File: config.mk
export PLATFORM = sky130hd
export DESIGN_NAME = nbit_restoring_divider
export DESIGN_NICKNAME = d
export VERILOG_FILES = /design/src/rtl/div_pkg.sv /design/src/rtl/nbit_cla_subtractor.sv /design/src/rtl/nbit_restoring_divider.sv
export SDC_FILE = /design/constraint.sdc
export NUM_CORES = 1
export LEC_CHECK = 0
export BUFFER_PORTS_ARGS = -buffer_cell sky130_fd_sc_hd__buf_4
export CAP_MARGIN = 30
export CORE_ASPECT_RATIO = 1.25
export CORE_MARGIN = 2
export CORE_UTILIZATION = 50
export DETAILED_ROUTE_END_ITERATION = 8
export PLACE_DENSITY = 0.81
export SLEW_MARGIN = 20
export SYNTH_ARGS = -nofsm -noshare
export SYNTH_HDL_FRONTEND = slang
export SYNTH_SLANG_ARGS = --single-unit
File: constraint.sdc
create_clock -name clk -period 5.05 [get_ports clk]
set_input_delay 1.01 -clock clk [delete_from_list [all_inputs] [get_ports clk]]
set_output_delay 1.01 -clock clk [all_outputs]
set_load 0.01 [all_outputs]
File: src/rtl/div_pkg.sv
// Shared types, constants and helpers for the restoring divider and its
// carry-lookahead subtractor.
package div_pkg;

  typedef enum logic [1:0] {
    IDLE = 2'd0,
    CALC = 2'd1,
    DONE = 2'd2
  } div_state_e;

  localparam int CLA_WIDTH    = 4;
  localparam int DIV_MAX_BITS = 64;

  // All-ones quotient reported for a zero divisor, truncated by the caller.
  function automatic logic [DIV_MAX_BITS-1:0] dbz_quotient(input int width);
    logic [DIV_MAX_BITS-1:0] mask_v;
    mask_v = '0;
    for (int i = 0; i < DIV_MAX_BITS; i++) begin
      if (i < width) begin
        mask_v[i] = 1'b1;
      end else begin
        mask_v[i] = 1'b0;
      end
    end
    return mask_v;
  endfunction

  // 4-bit carry-lookahead add; returns {c_out, sum}.
  function automatic logic [CLA_WIDTH:0] cla4_add(input logic [3:0] a,
                                                   input logic [3:0] b,
                                                   input logic       c_in);
    logic [3:0] g_v;
    logic [3:0] p_v;
    logic [4:0] c_v;
    g_v    = a & b;
    p_v    = a ^ b;
    c_v[0] = c_in;
    c_v[1] = g_v[0] | (p_v[0] & c_in);
    c_v[2] = g_v[1] | (p_v[1] & g_v[0]) | (p_v[1] & p_v[0] & c_in);
    c_v[3] = g_v[2] | (p_v[2] & g_v[1]) | (p_v[2] & p_v[1] & g_v[0])
           | (p_v[2] & p_v[1] & p_v[0] & c_in);
    c_v[4] = g_v[3] | (p_v[3] & g_v[2]) | (p_v[3] & p_v[2] & g_v[1])
           | (p_v[3] & p_v[2] & p_v[1] & g_v[0])
           | (p_v[3] & p_v[2] & p_v[1] & p_v[0] & c_in);
    return {c_v[4], p_v ^ c_v[3:0]};
  endfunction

endpackage

File: src/rtl/nbit_cla_subtractor.sv
// a - b as a + ~b + 1 through a ripple of 4-bit carry-lookahead blocks;
// c_out is the inverted borrow.
module nbit_cla_subtractor
  import div_pkg::*;
#(
  parameter int NUMBITS = 8
) (
  input  logic [NUMBITS-1:0] a,
  input  logic [NUMBITS-1:0] b,
  output logic [NUMBITS-1:0] diff,
  output logic               c_out
);

  localparam int NBLK = NUMBITS / CLA_WIDTH;

  logic [NBLK:0]        carry_s;
  logic [NUMBITS-1:0]   b_inv_s;

  assign b_inv_s    = ~b;
  assign carry_s[0] = 1'b1;

  for (genvar i = 0; i < NBLK; i++) begin : g_blk
    logic [CLA_WIDTH:0] res_s;
    assign res_s                        = cla4_add(a[i*CLA_WIDTH +: CLA_WIDTH],
                                                   b_inv_s[i*CLA_WIDTH +: CLA_WIDTH],
                                                   carry_s[i]);
    assign diff[i*CLA_WIDTH +: CLA_WIDTH] = res_s[CLA_WIDTH-1:0];
    assign carry_s[i+1]                 = res_s[CLA_WIDTH];
  end

  assign c_out = carry_s[NBLK];

endmodule

File: src/rtl/nbit_restoring_divider.sv
// Iterative unsigned restoring divider: one quotient bit per clock, with
// valid/ready handshakes on the operand and result sides.
module nbit_restoring_divider
  import div_pkg::*;
#(
  parameter int NUMBITS = 8
) (
  input  logic               clk,
  input  logic               reset,
  input  logic               in_valid,
  output logic               in_ready,
  input  logic [NUMBITS-1:0] dividend_in,
  input  logic [NUMBITS-1:0] divisor_in,
  output logic               out_valid,
  input  logic               out_ready,
  output logic [NUMBITS-1:0] quotient_out,
  output logic [NUMBITS-1:0] remainder_out,
  output logic               div_by_zero_out
);

  if ((NUMBITS <= 0) || ((NUMBITS % CLA_WIDTH) != 0) || (NUMBITS > DIV_MAX_BITS)) begin : g_bad_width
    $error("nbit_restoring_divider: NUMBITS must be a non-zero multiple of 4 (max 64)");
  end

  localparam int                      CNT_W     = (NUMBITS > 1) ? $clog2(NUMBITS) : 1;
  localparam logic [CNT_W-1:0]        LAST_STEP = CNT_W'(NUMBITS - 1);
  localparam logic [DIV_MAX_BITS-1:0] DBZ_FULL  = dbz_quotient(NUMBITS);
  localparam logic [NUMBITS-1:0]      DBZ_Q     = DBZ_FULL[NUMBITS-1:0];

  div_state_e         state_r, next_state_s;
  logic [NUMBITS-1:0] d_r, q_r, r_r;
  logic [CNT_W-1:0]   cnt_r;
  logic               in_ready_r, out_valid_r, dbz_r;
  logic [NUMBITS-1:0] quotient_r, remainder_r;

  logic [NUMBITS-1:0] s_low_s, t_s, r_next_s, q_next_s;
  logic               m_s, c_out_s, success_s, last_step_s;

  // The shifted-out top bit m means S >= 2^NUMBITS > D, so subtraction must win.
  assign s_low_s     = {r_r[NUMBITS-2:0], q_r[NUMBITS-1]};
  assign m_s         = r_r[NUMBITS-1];
  assign success_s   = m_s | c_out_s;
  assign r_next_s    = success_s ? t_s : s_low_s;
  assign q_next_s    = {q_r[NUMBITS-2:0], success_s};
  assign last_step_s = (cnt_r == LAST_STEP);

  nbit_cla_subtractor #(.NUMBITS(NUMBITS)) u_sub (
    .a     (s_low_s),
    .b     (d_r),
    .diff  (t_s),
    .c_out (c_out_s)
  );

  // Next-state logic.
  always_comb begin
    next_state_s = state_r;
    case (state_r)
      IDLE: begin
        if (in_valid) begin
          next_state_s = (divisor_in == '0) ? DONE : CALC;
        end else begin
          next_state_s = IDLE;
        end
      end
      CALC: begin
        if (last_step_s) begin
          next_state_s = DONE;
        end else begin
          next_state_s = CALC;
        end
      end
      DONE: begin
        if (out_ready) begin
          next_state_s = IDLE;
        end else begin
          next_state_s = DONE;
        end
      end
      default: next_state_s = IDLE;
    endcase
  end

  // State, datapath and registered handshake/result outputs.
  always_ff @(posedge clk or posedge reset) begin
    if (reset) begin
      state_r     <= IDLE;
      d_r         <= '0;
      q_r         <= '0;
      r_r         <= '0;
      cnt_r       <= '0;
      in_ready_r  <= 1'b1;
      out_valid_r <= 1'b0;
      dbz_r       <= 1'b0;
      quotient_r  <= '0;
      remainder_r <= '0;
    end else begin
      state_r     <= next_state_s;
      in_ready_r  <= (next_state_s == IDLE);
      out_valid_r <= (next_state_s == DONE);
      case (state_r)
        IDLE: begin
          if (in_valid) begin
            d_r   <= divisor_in;
            cnt_r <= '0;
            if (divisor_in == '0) begin
              q_r         <= DBZ_Q;
              r_r         <= dividend_in;
              quotient_r  <= DBZ_Q;
              remainder_r <= dividend_in;
              dbz_r       <= 1'b1;
            end else begin
              q_r   <= dividend_in;
              r_r   <= '0;
              dbz_r <= 1'b0;
            end
          end
        end
        CALC: begin
          q_r <= q_next_s;
          r_r <= r_next_s;
          if (last_step_s) begin
            cnt_r       <= '0;
            quotient_r  <= q_next_s;
            remainder_r <= r_next_s;
          end else begin
            cnt_r <= cnt_r + CNT_W'(1);
          end
        end
        default: begin
        end
      endcase
    end
  end

  assign in_ready        = in_ready_r;
  assign out_valid       = out_valid_r;
  assign quotient_out    = quotient_r;
  assign remainder_out   = remainder_r;
  assign div_by_zero_out = dbz_r;

endmodule

==> results of run 1 <==
[per-layer routing]
metal | track usage | vias to the layer above | share of wire | wire length [um]
met5 | 0 | - | 0 | 0
met4 | 0.0927 | 0 | 0.016 | 96
met3 | 0.0496 | 11 | 0.043 | 254
met2 | 0.354 | 55 | 0.50 | 2960
met1 | 0.324 | 1055 | 0.44 | 2640
li1 | - | 1026 | - | -
[flip-flops by register name, indices dropped and copies added, names as in the netlist]
name,count
cnt_r,3
d_r,8
div_by_zero_out,1
in_ready,1
out_valid,1
q_r,8
quotient_out,8
r_r,8
remainder_out,8
state_r,2
[cell type report]
type	count	area share
multi-input combinational	199	0.423
sequential	48	0.398
timing repair buffer	41	0.109
clock buffer	7	0.0286
tap	62	0.0257
inverter	11	0.0137
clock inverter	1	0.00249
[kinds of logic (layout without fill, tap and decap cells)]
family,after synthesis,after routing,synth area share
and+or+nand+nor,98,98,0.182
AOI/OAI and AO/OA,79,79,0.209
DFF,48,48,0.465
buffers and inverters,26,60,0.0416
adders and majority gates,12,12,0.0610
muxes,6,6,0.0271
xor gates and xnor gates,4,4,0.0136
[power groups by stage]
stage	Sequential [mW]	Clock (mW)	Combinational, mW
finish	0.704	0.243	1.34
global route	0.725	0.264	1.50
CTS	0.702	0.246	1.34
detailed placement	0.709	0	1.33
global placement	0.701	0	1.29
floorplan	0.698	0	0.991
[cells in the mapped netlist, drive strengths merged, types with 6 or more instances]
library cell,number
dfrtp,47
nor2,35
nand2,30
o21ai,30
a21oi,18
ha,11
inv,11
nor3,10
buf,9
or3,8
clkbuf,6
[how the worst max path moves through the flow]
| stage | from | endpoint | slack (ps) | cells past startpoint |
|---|---|---|---|---|
| 2_1_floorplan | divisor_in[6] | r_r[7] | 2870 | 7 |
| 3_3_place_gp | in_valid | remainder_out[3] | 2440 | 7 |
| 4_1_cts | in_valid | remainder_out[2] | 2710 | 7 |
| 6_report | in_valid | remainder_out[3] | 2710 | 7 |
| 3_5_place_dp | in_valid | remainder_out[2] | 2380 | 7 |
| 5_1_grt | divisor_in[6] | r_r[3] | 2600 | 5 |
[through the flow]
| step | std cells | setup WS, ps | area (um2) | util |
|---|---|---|---|---|
| after floorplan | 273 | 2870 | 2580 | - |
| after global placement | 360 | 2440 | 2900 | 0.575 |
| after detailed placement | 361 | 2380 | 2930 | 0.580 |
| after CTS | 369 | 2710 | 3020 | 0.599 |
| after global routing | 369 | 2600 | 3020 | 0.599 |
| final | 369 | 2710 | 3020 | 0.599 |
==> impl_metrics.csv, run 1 <==
group,metric,value,unit
logic_synthesis,seq_area_frac_synth,0.465,
layout,mostFrequentLayoutCell,"dfrtp_1",
timing,layout_min_cycle_time,2340,ps
power_and_ir_drop,switching_share,0.432,
logic_synthesis,synth_top_area_frac,0.455,
timing,relSlewSlack,0.437,
clock_network,cts_made_buffers,5,
logic_synthesis,syn_inst,273,
power_and_ir_drop,power_density,757,nW/um2
floorplan,start_util,0.512,
power_and_ir_drop,switching_power,0.988,mW
grt,grt_use_total,0.234,
drt,wl_per_cell,16.1,um
worst_hold_path,hold_start,"cnt_r[2]",
floorplan,num_io_pins,39,
clock_network,insertion_delay,310,ps
timing,hold_viol,0,
critical_path,r2r_cells,6,
critical_path,worstPathMaxFanout,27,
critical_path,critPathTopFamily,"compound AO/OA/AOI/OAI gates",
critical_path,start_kind,"input port",
layout,layout-drive-gt1-share,0.215,
power_and_ir_drop,peakVddDrop,0.375,mV
grt,antenna_found_initial,0,
outcome,status,"complete, no violations",
critical_path,critical_path_class,"in -> reg",
layout,seqCellArea,1200,um2
critical_path,path_buf_inv,2,
clock_network,clk_pin_slew,90,ps
power_and_ir_drop,clockPowerShare,0.106,
clock_network,cts-root-buf,"clkbuf_8",
placed_design,gp_congestion,0.816,
clock_network,holdBufCountCts,0,
critical_path,r2r_end,"r_r[4]",
critical_path,r2r_setup_slack,2760,ps
clock_network,cts_repair_resize_count,0,
timing,fin_hold_ws,514,ps
floorplan,rows,29,
layout,n_antenna_cell,0,
drt,drt_iter0_drc,118,
job,cap_violations,0,
layout,final_cell_mix,"dfrtp_1 (47), buf_4 (40), nor2_1 (35)",
drt,vias,2147,
logic_synthesis,synth_flop_cell,"dfrtp_1",
logic_synthesis,synth-edff-count,0,
layout,fill_cells,431,
power_and_ir_drop,p_leak,1.37,nW
critical_path,crit_chain,"buf_4 -> nor3b_4 -> buf_4 -> a32oi_2 -> nor2_1 -> a21oi_1 -> a31oi_1",
clock_network,cts.sinks,48,
worst_hold_path,hold_depth,1,
floorplan,die_w,68.3,um
critical_path,critPathSlowestCell,"a32oi_2",
timing,setup_viol,0,
floorplan,core_area,5040,um2
timing,layout_worst_path_cycle_share,0.464,
floorplan,die_h,84.4,um
power_and_ir_drop,p_seq_frac,0.308,
logic_synthesis,synthTopCellsByArea,"dfrtp_1 (46%), ha_1 (5.3%), o21ai_1 (5.2%), nor2_1 (5.1%), nand2_1 (4.4%)",
logic_synthesis,postSynthNetCount,305,
critical_path,r2r-start,"r_r[1]",
timing,fin_tns_setup,0,ps
drt,postRouteAntennaNets,0,
worst_hold_path,hp-class,"reg -> reg",
logic_synthesis,synth_seq_cells,48,
placed_design,dp_hpwl,4.31,mm
logic_synthesis,yosysWarnings,0,
layout,fin_nets,338,
critical_path,crit_top_cell,"buf_4",
drt,drc,0,
clock_network,cts_setup_buffers,0,
logic_synthesis,synth_area,2580,um2
floorplan,die_area,5760,um2
critical_path,endpoint_kind,"register",
power_and_ir_drop,pwr-share-comb,0.586,
power_and_ir_drop,p_total,2.28,mW
grt,gr-total-overflow,0,
timing,grt_setup_unrepaired,"no",
clock_network,tritoncts,"built",
drt,drtPass1Iterations,4,
timing,fmax,427,MHz
critical_path,critPathMaxStageDelay,710,ps
drt,wirelength,5.94,mm
clock_network,clockBufferDepth,2,
timing,tightestPinTransition,845,ps
grt,first_global_vias,2230,
layout,area_delta_synth_final,16.9,%
critical_path,critPathRequiredTime,5240,ps
logic_synthesis,synth.distinct_cells,51,
placed_design,io_buffers,38,
timing,slew_viol_final,0,
critical_path,cp.arrival,2540,ps
layout,multi_input_area,1280,um2
grt,grt_max_degree,33,
worst_hold_path,hold_end,"cnt_r[2]",
logic_synthesis,avgSynthCellArea,9.46,um2
power_and_ir_drop,cell_internal_pwr,1.30,mW
timing,fin_worst_skew,7.84,ps
logic_synthesis,synth_area_leader_cell,"dfrtp_1",
grt,grt_pass1_wl,10.3,mm
clock_network,htreeDepth,2,
logic_synthesis,async_reset_ff_frac,1.00,
drt,via_per_inst,5.82,
Power figures use the tool's default switching activity.
==> run 2: changes to the inputs <==
--- a/config.mk
+++ b/config.mk
@@ -5,13 +5,14 @@
 export SDC_FILE = /design/constraint.sdc
 export NUM_CORES = 1
 export LEC_CHECK = 0
+export ABC_AREA = 1
 export BUFFER_PORTS_ARGS = -buffer_cell sky130_fd_sc_hd__buf_4
 export CAP_MARGIN = 30
 export CORE_ASPECT_RATIO = 1.25
 export CORE_MARGIN = 2
 export CORE_UTILIZATION = 50
 export DETAILED_ROUTE_END_ITERATION = 8
-export PLACE_DENSITY = 0.81
+export PLACE_DENSITY = 0.84
 export SLEW_MARGIN = 20
 export SYNTH_ARGS = -nofsm -noshare
 export SYNTH_HDL_FRONTEND = slang
==> constraint.sdc (replaced) <==
create_clock -name clk -period 1.9 [get_ports clk]
set_input_delay 0.38 -clock clk [delete_from_list [all_inputs] [get_ports clk]]
set_output_delay 0.38 -clock clk [all_outputs]
set_load 0.01 [all_outputs]
==> run 2 against run 1 <==
The run now ends with negative setup slack left. Clock skew shrank 3.2 ps. Via count grew 18%. First-iteration DRC count grew 69%. Sequential cell count is the same. Worst setup slack lost 2800 ps. Sequential share of layout area shrank 5.3 points. Utilization grew 4.5 points. Combinational power grew to 3.8 times the previous value. Wire length grew 18%. Critical endpoint is now r_r[4]. Area after synthesis grew 7.4%. Power grew to 3.3 times the previous value. Register-to-register slack lost 2900 ps.
==> impl_metrics.csv, run 2 <==
group,metric,value,unit
clock_network,clk_pin_slew,90,ps
timing,setup_ws,-139,ps
placed_design,io_buffers,38,
clock_network,clockBufferDepth,2,
critical_path,critPathTopFamily,"adder cells",
layout,stdcell_area,3480,um2
outcome,failed_checks,"negative setup slack",
logic_synthesis,yosysWarnings,0,
timing,hold_viol,0,
timing,setup_viol,7,
drt,postRouteAntennaNets,0,
floorplan,start_util,0.513,
timing,relSlewSlack,0.674,
grt,gr-total-overflow,0,
placed_design,dp_cells,454,
logic_synthesis,synth_area,2770,um2
logic_synthesis,synth.distinct_cells,36,
logic_synthesis,async_reset_ff_frac,1.00,
placed_design,gp_congestion,0.852,
timing,slew_viol_final,0,
clock_network,insertion_delay,310,ps
grt,first_global_vias,2567,
critical_path,path_buf_inv,2,
layout,final_cell_count_no_fill,472,
drt,wl_per_cell,14.8,um
timing,layout_min_cycle_time,2040,ps
layout,n_antenna_cell,0,
drt,drc,0,
logic_synthesis,synth_top_area_frac,0.424,
critical_path,critPathMaxStageDelay,530,ps
clock_network,cts-root-buf,"clkbuf_8",
floorplan,rows,30,
power_and_ir_drop,power_density,2190,nW/um2
logic_synthesis,postSynthNetCount,380,
grt,grt_use_total,0.237,
critical_path,cp.arrival,2240,ps
layout,final_cell_mix,"nand2_1 (85), buf_4 (60), dfrtp_1 (47)",
logic_synthesis,syn_inst,348,
drt,via_per_inst,5.35,
power_and_ir_drop,p_leak,1.82,nW
floorplan,num_io_pins,39,
drt,wirelength,6.99,mm
floorplan,die_w,70.6,um
layout,finish.utilization,0.644,
floorplan,die_area,6160,um2
grt,grt_max_degree,29,
clock_network,cts.sinks,48,
critical_path,crit_start,"r_r[2]",
outcome,status,"finished with violations",
critical_path,critPathRequiredTime,2100,ps
critical_path,critical_path_class,"reg -> reg",
logic_synthesis,seq_area_frac_synth,0.433,
critical_path,r2r_setup_slack,-140,ps
critical_path,endpoint,"r_r[4]",
critical_path,crit_top_cell,"nand2_2",
worst_hold_path,hp-class,"in -> async",
logic_synthesis,synth.most_common_cell,"nand2_1",
layout,fin_nets,439,
timing,fin_hold_ws,90.3,ps
timing,tightestPinTransition,488,ps
placed_design,dp_hpwl,4.84,mm
logic_synthesis,synthTopCellsByArea,"dfrtp_1 (42%), nand2_1 (13%), inv_1 (6.5%), ha_1 (5.0%), nor2_1 (3.7%)",
placed_design,place_ws,-124,ps
layout,layout-drive-gt1-share,0.321,
floorplan,core_area,5410,um2
power_and_ir_drop,peakVddDrop,1.02,mV
logic_synthesis,synth-edff-count,0,
critical_path,endpoint_kind,"register",
logic_synthesis,avgSynthCellArea,7.97,um2
clock_network,cts_made_buffers,5,
critical_path,crit_cells,12,
grt,antenna_found_initial,0,
grt,grt_pass1_wl,11.6,mm
placed_design,placed_cell_area,3200,um2
logic_synthesis,synth_seq_cells,48,
timing,grt_setup_unrepaired,"yes",
logic_synthesis,synth_area_leader_cell,"dfrtp_1",
drt,drt_iter0_drc,200,
critical_path,r2r_cells,12,
critical_path,r2r_end,"r_r[4]",
layout,area_delta_synth_final,25.4,%
timing,fmax,490,MHz
critical_path,start_kind,"register",
clock_network,holdBufCountCts,0,
timing,layout_worst_path_cycle_share,1.07,
critical_path,critPathSlowestCell,"fa_2",
logic_synthesis,synth_common_cells,"nand2_1 (95), inv_1 (48), dfrtp_1 (47), nor2_1 (27), a21oi_1 (14)",
job,cap_violations,0,
critical_path,r2r-start,"r_r[2]",
layout,mostFrequentLayoutCell,"nand2_1",
clock_network,tritoncts,"built",
floorplan,die_h,87.3,um
timing,fin_worst_skew,4.60,ps
clock_network,htreeDepth,2,
drt,vias,2527,
critical_path,worstPathMaxFanout,3,
critical_path,crit_chain,"ha_4 -> nand2_4 -> nor2_4 -> nor2_2 -> nand2_2 -> inv_2 -> fa_2 -> inv_2 -> nand2_2 -> nand2_2 -> nand2_2 -> a21boi_1",
logic_synthesis,synth_flop_cell,"dfrtp_1",
drt,drtPass1Iterations,6,
-- run 2: changes by cell type in the layout (fill, tap and decap cells not counted), moves of 10 or more --
cell	change
inv_1	+32
nor2_1	-10
nand2_2	+14
o21ai_1	-24
buf_4	+20
nand2_1	+55
-- run 2: area by class of cell --
type	instances	area (um2)
fill	442	1930
inverter	54	205
tap	64	80.1
clock inverter	2	15.0
timing repair buffer	62	482
clock buffer	6	82.6
sequential	48	1200
multi-input combinational	236	1410
-- run 2: worst min path at each step --
| stage | start | end | slack, ps | depth (start not counted) |
|---|---|---|---|---|
| after floorplan | q_r[1] | q_r[1] | 440 | 2 |
| after global placement | reset | state_r[0] | 430 | 2 |
| after detailed placement | reset | q_r[7] | 440 | 2 |
| after CTS | reset | state_r[1] | 110 | 2 |
| after global routing | reset | state_r[0] | 130 | 2 |
| final | reset | state_r[1] | 90 | 2 |
-- run 2: kinds of logic after synthesis --
logic type,share of synthesized area
compound gates,0.121
xor+xnor,0.00947
fa+ha+maj,0.0568
buf+inv,0.0988
flops,0.433
simple gates,0.281
-- run 2: worst reg2reg max path, stage by stage (launching register included) --
cell,delay (ps)
dfrtp_1,430
ha_4,310
nand2_4,60
nor2_4,120
nor2_2,60
nand2_2,80
inv_2,40
fa_2,530
inv_2,40
nand2_2,60
nand2_2,60
nand2_2,80
a21boi_1,70
-- run 2: where the power goes --
group          internal, mW  leakage (nW)  switching, mW
logic                  2.19          1.20           2.90
registers              1.55         0.573          0.347
clock network         0.295        0.0434          0.362
total                  4.03          1.82           3.61
-- run 2: through the flow --
step	power, mW	TNS [ps]
finish	7.64	-422
global route	8.34	-1820
CTS	7.11	-92.7
detailed placement	6.18	-656
global placement	5.97	0
floorplan	4.91	0
-- run 2: per-layer routing --
| layer | GRT usage | part of all wire | vias to the layer above |
|---|---|---|---|
| met2 | 0.446 | 0.54 | 98 |
| met4 | 0.0926 | 0.026 | 0 |
| met3 | 0.0347 | 0.053 | 15 |
| met5 | 0 | 0 | - |
| met1 | 0.269 | 0.38 | 1184 |
| li1 | - | - | 1230 |
-- run 2: timing repair --
action | in CTS | in global routing
gates resized for setup | 10 | 19
gates cloned | 0 | 1
setup endpoints to repair | 13 | 16
pin swaps | 4 | 16
buffers inserted | 5 | 4
